## src/rtl/mac_operand_queue.sv

```systemverilog
// -----------------------------------------------------------------------------
// mac_operand_queue
//   Four-entry circular queue carrying MAC operand pairs (A, B) from operand
//   fetch to the MAC datapath. The queue owns the tail pointer TP, head
//   pointer HP and wrap flag Round. The downstream per-entry ready-mask logic
//   derives entry validity from these three signals.
//
// Ports
//   clk, rst            rising-edge clock, asynchronous active-high reset
//   in_valid/in_ready   push handshake (in_ready = !Full)
//   in_a, in_b          operand pair to push
//   out_valid/out_ready pop handshake (out_valid = !Empty)
//   out_a, out_b        operand pair at HP, combinational read of storage
//   TP, HP, Round       pointer state exported to the ready-mask logic
//   Count               occupancy, 0..BufferSize
//   Full, Empty         occupancy flags
//
// Optional feature (macro MAC_QUEUE_HWM_EN)
//   hwm_clear  input   loads HighWater with the current Count (has priority)
//   HighWater  output  peak occupancy since reset or since the last clear
// -----------------------------------------------------------------------------
module mac_operand_queue #(
  parameter int DataWidth         = 8,
  parameter int BufferWidth       = 2,
  parameter int BufferSize        = 4,
  parameter int PseudoBufferWidth = 3
) (
  input  logic                         clk,
  input  logic                         rst,
  input  logic                         in_valid,
  output logic                         in_ready,
  input  logic [DataWidth-1:0]         in_a,
  input  logic [DataWidth-1:0]         in_b,
  output logic                         out_valid,
  input  logic                         out_ready,
  output logic [DataWidth-1:0]         out_a,
  output logic [DataWidth-1:0]         out_b,
  output logic [BufferWidth-1:0]       TP,
  output logic [BufferWidth-1:0]       HP,
  output logic                         Round,
  output logic [PseudoBufferWidth-1:0] Count,
  output logic                         Full,
  output logic                         Empty
`ifdef MAC_QUEUE_HWM_EN
  ,
  input  logic                         hwm_clear,
  output logic [PseudoBufferWidth-1:0] HighWater
`endif
);

  localparam logic [BufferWidth-1:0] LastSlot = BufferWidth'(BufferSize - 1);

  logic [BufferWidth-1:0] r_tp;
  logic [BufferWidth-1:0] r_hp;
  logic                   r_round;
  logic [2*DataWidth-1:0] r_mem [BufferSize];

  logic                         w_ptr_eq;
  logic                         w_full;
  logic                         w_empty;
  logic                         w_push;
  logic                         w_pop;
  logic                         w_tp_wrap;
  logic                         w_hp_wrap;
  logic [BufferWidth-1:0]       w_tp_next;
  logic [BufferWidth-1:0]       w_hp_next;
  logic                         w_round_next;
  logic [PseudoBufferWidth-1:0] w_count;
  logic [2*DataWidth-1:0]       w_head;

  // Round distinguishes full from empty when the pointers coincide.
  assign w_ptr_eq = (r_tp == r_hp);
  assign w_full   = r_round & w_ptr_eq;
  assign w_empty  = ~r_round & w_ptr_eq;

  assign w_push = in_valid & ~w_full;
  assign w_pop  = out_ready & ~w_empty;

  assign w_tp_wrap = w_push & (r_tp == LastSlot);
  assign w_hp_wrap = w_pop & (r_hp == LastSlot);

  // Pointers are exactly log2(BufferSize) bits wide, so +1 wraps by itself.
  assign w_tp_next = w_push ? r_tp + 1'b1 : r_tp;
  assign w_hp_next = w_pop  ? r_hp + 1'b1 : r_hp;
  // Each wrap toggles Round; two wraps on one edge cancel out.
  assign w_round_next = r_round ^ w_tp_wrap ^ w_hp_wrap;

  // {Round,TP} is a virtual tail over twice the buffer; subtracting HP yields
  // the occupancy directly.
  assign w_count = PseudoBufferWidth'({r_round, r_tp} - {1'b0, r_hp});

  always_ff @(posedge clk or posedge rst) begin
    if (rst) begin
      r_tp    <= '0;
      r_hp    <= '0;
      r_round <= 1'b0;
    end else begin
      r_tp    <= w_tp_next;
      r_hp    <= w_hp_next;
      r_round <= w_round_next;
    end
  end

  // Storage is intentionally left out of reset; contents behind HP are dead.
  always_ff @(posedge clk) begin
    if (w_push) begin
      r_mem[r_tp] <= {in_a, in_b};
    end
  end

  assign w_head = r_mem[r_hp];

  assign in_ready  = ~w_full;
  assign out_valid = ~w_empty;
  assign out_a     = w_head[2*DataWidth-1:DataWidth];
  assign out_b     = w_head[DataWidth-1:0];
  assign TP        = r_tp;
  assign HP        = r_hp;
  assign Round     = r_round;
  assign Count     = w_count;
  assign Full      = w_full;
  assign Empty     = w_empty;

`ifdef MAC_QUEUE_HWM_EN
  logic [PseudoBufferWidth-1:0] r_high_water;
  logic [PseudoBufferWidth-1:0] w_count_next;

  // Track against the occupancy the queue is about to have after this edge.
  assign w_count_next = PseudoBufferWidth'({w_round_next, w_tp_next} - {1'b0, w_hp_next});

  always_ff @(posedge clk or posedge rst) begin
    if (rst) begin
      r_high_water <= '0;
    end else if (hwm_clear) begin
      r_high_water <= w_count;
    end else if (w_count_next > r_high_water) begin
      r_high_water <= w_count_next;
    end
  end

  assign HighWater = r_high_water;
`endif

endmodule

```

## config.mk

```make
export PLATFORM = sky130hd
export DESIGN_NAME = mac_operand_queue
export DESIGN_NICKNAME = d
export VERILOG_FILES = /design/src/rtl/mac_operand_queue.sv
export SDC_FILE = /design/constraint.sdc
export NUM_CORES = 1
export LEC_CHECK = 0
export BUFFER_PORTS_ARGS = -buffer_cell sky130_fd_sc_hd__buf_2
export CAP_MARGIN = 10
export CORE_MARGIN = 2
export CORE_UTILIZATION = 40
export CTS_CLUSTER_SIZE = 12
export DETAILED_ROUTE_END_ITERATION = 8
export HOLD_SLACK_MARGIN = 0.1
export PLACE_DENSITY_LB_ADDON = 0.1
export REMOVE_ABC_BUFFERS = 1
export SETUP_SLACK_MARGIN = 0.15
export SLEW_MARGIN = 15
export SYNTH_ARGS = -nofsm -noshare
export SYNTH_HDL_FRONTEND = slang
export SYNTH_SLANG_ARGS = --single-unit
```

## constraint.sdc

```tcl
create_clock -name clk -period 2.7 [get_ports clk]
set_clock_uncertainty 0.05 [all_clocks]
set_input_delay 0.135 -clock clk [delete_from_list [all_inputs] [get_ports clk]]
set_output_delay 0.135 -clock clk [all_outputs]
set_load 0.05 [all_outputs]
```

==> impl_metrics.toml <==
[global_route]
antenna_found_initial = 0
grt_overflow = 0
grt_pass1_vias = 1518
grt_pass1_wl_mm = 7.693
grt_max_degree = 21
grtUsageTotal = 0.1419

[placed_design]
dp_slack_ps = 574.4
placed_cells = 251
io_buffers = 47
hpwlAfterDp_mm = 3.045
place_congestion = 0.7132

[finish]
multiInputGateArea_um2 = 618.1
area_growth_pct = 27.16
stdcell_count = 286
fillers = 552
nets = 229
final_common_cell = "edfxtp_1"
seq_area_um2 = 2047
n_antenna_cell = 0
drive_gt1_frac = 0.3835
layout_common_cells = "edfxtp_1, buf_2, dlygate4sd3_1"

[flow_run]
cap_viol_max_count = 0

[clock_network]
tritoncts = "built"
h-tree-depth = 3
cts-buffers-inserted = 9
clk_path_buf_depth = 2
postCtsHoldBufs = 19
clkSinkCount = 69
cts_resized = 0
post-cts-setup-buffers = 0
clock-root-buffer = "clkbuf_8"
clk_pin_slew_worst_paths_ps = 70
insertion_delay_ps = 330

[routing]
post_drt_wl_per_cell_um = 16.94
first_pass_iters = 4
drtAntennaViolNets = 0
met1_length_mm = 2.229
routed.top_layer = "met4"
drt_iter0_drc = 38
wl_met2_mm = 2.348
totalWireLength_mm = 4.845
drcViolationCount = 0
wl_met3_um = 171
viasPerCell = 4.906
num_vias = 1403

[timing]
final.setup.tns_ps = 0
setup_slack_ps = 593.8
finalCriticalPeriod_ps = 2106
rsz0062_at_grt = "false"
final.period_utilization = 0.7801
max_freq_mhz = 474.8
slew_viol_final = 0
tightest_slew_ps = 363.6
holdWs_ps = 185.1
setup_viol = 0
slew_headroom = 0.7576
final-hold-violation-count = 0

[floorplan]
rows = 30
start_util = 0.4073
coreArea_um2 = 6719
die_w_um = 86.71
die_y_um = 86.71
dieArea_um2 = 7519
ios = 48

[synthesis]
synth_seq_cells = 69
syn_inst = 122
synth_seq_area_share = 0.7481
yosys.area.top_type = "edfxtp_1"
syn_area_um2 = 2736
avgSynthCellArea_um2 = 22.43
synth_top_area_share = 0.7023
ys_types = 20
ys_top_cells_by_area = "edfxtp_1, mux4_2, mux4_1"
yosys_warnings = 0

[worst_setup_path]
worstPathRequired_ps = 2680
path_max_fanout = 11
crit_type = "flop to flop"
end_kind = "flop"
cp_data_arrival_time_ps = 2080
startpoint_type = "flop"

[hold_path]
hp-class = "primary input to asynchronous set/reset pin"

[outcome]
status = "finished, final reports clean"
-- through the flow --
stage / utilization / cell area, um2
floorplan: - / 2695
global placement: 0.4577 / 3075
detailed placement: 0.4577 / 3075
CTS: 0.5179 / 3480
global route: 0.5179 / 3480
finish: 0.5179 / 3480
-- cell usage after synthesis --
cell type	instances
dfrtp_1	5
nand3b_1	1
ha_1	7
nand2_1	2
buf_12	1
edfxtp_1	64
a21oi_1	1
mux4_2	9
buf_6	1
xor2_1	1
inv_1	8
nand3_1	1
fa_1	1
and3_1	4
mux2_2	2
buf_2	2
xnor2_1	3
mux4_1	7
and3b_1	1
a21boi_0	1
-- worst paths after layout --
check                      startpoint          end  slack (ps)  cells past startpoint
max                             TP[0]  r_mem[3][2]         590                      5
min                               rst        HP[1]         190                      3
max reg2reg                     TP[0]  r_mem[3][2]         590                      5
min reg2reg                     TP[0]        TP[0]         510                      1
max in group asynchronous         rst        Round        2250                      3
min in group clk              in_b[4]  r_mem[3][4]         500                      2
-- state kept, by name, summed over array words and instances (netlist names) --
| name | flops |
|---|---|
| HP | 2 |
| r_mem | 64 |
| TP | 2 |
| Round | 1 |
-- kinds of logic (layout without fill, tap and decap cells) --
logic type / after synthesis / after routing / synth area share
flops: 69 / 69 / 0.7481
buf+inv: 12 / 96 / 0.02606
compound gates: 2 / 2 / 0.004572
xor+xnor: 4 / 4 / 0.01281
mux: 18 / 18 / 0.1495
fa+ha+maj: 8 / 8 / 0.03932
simple gates: 9 / 9 / 0.01966
-- routing by layer --
layer | track usage | up-vias
met5 | 0 | -
met4 | 0.07244 | 0
met3 | 0.03048 | 8
met2 | 0.2385 | 35
met1 | 0.1728 | 710
li1 | - | 650
-- worst max-delay path: stages, from the launching register on --
cell and delay, ps:
dfrtp_1 420, inv_1 110, ha_1 330, nand3_1 190
and3_1 410, buf_4 290
-- cell type report --
cell class / instances / area share
clock inverters: 7 / 0.02589
well taps: 80 / 0.02877
repair buffers: 72 / 0.1352
multi-input cells: 41 / 0.1776
clock buffers: 9 / 0.03560
flip-flops and latches: 69 / 0.5883
inverters: 8 / 0.008630
Power is left out: the tool's default activity adds up to more than one toggle a clock period on the data nets, which glitch-free logic cannot reach.
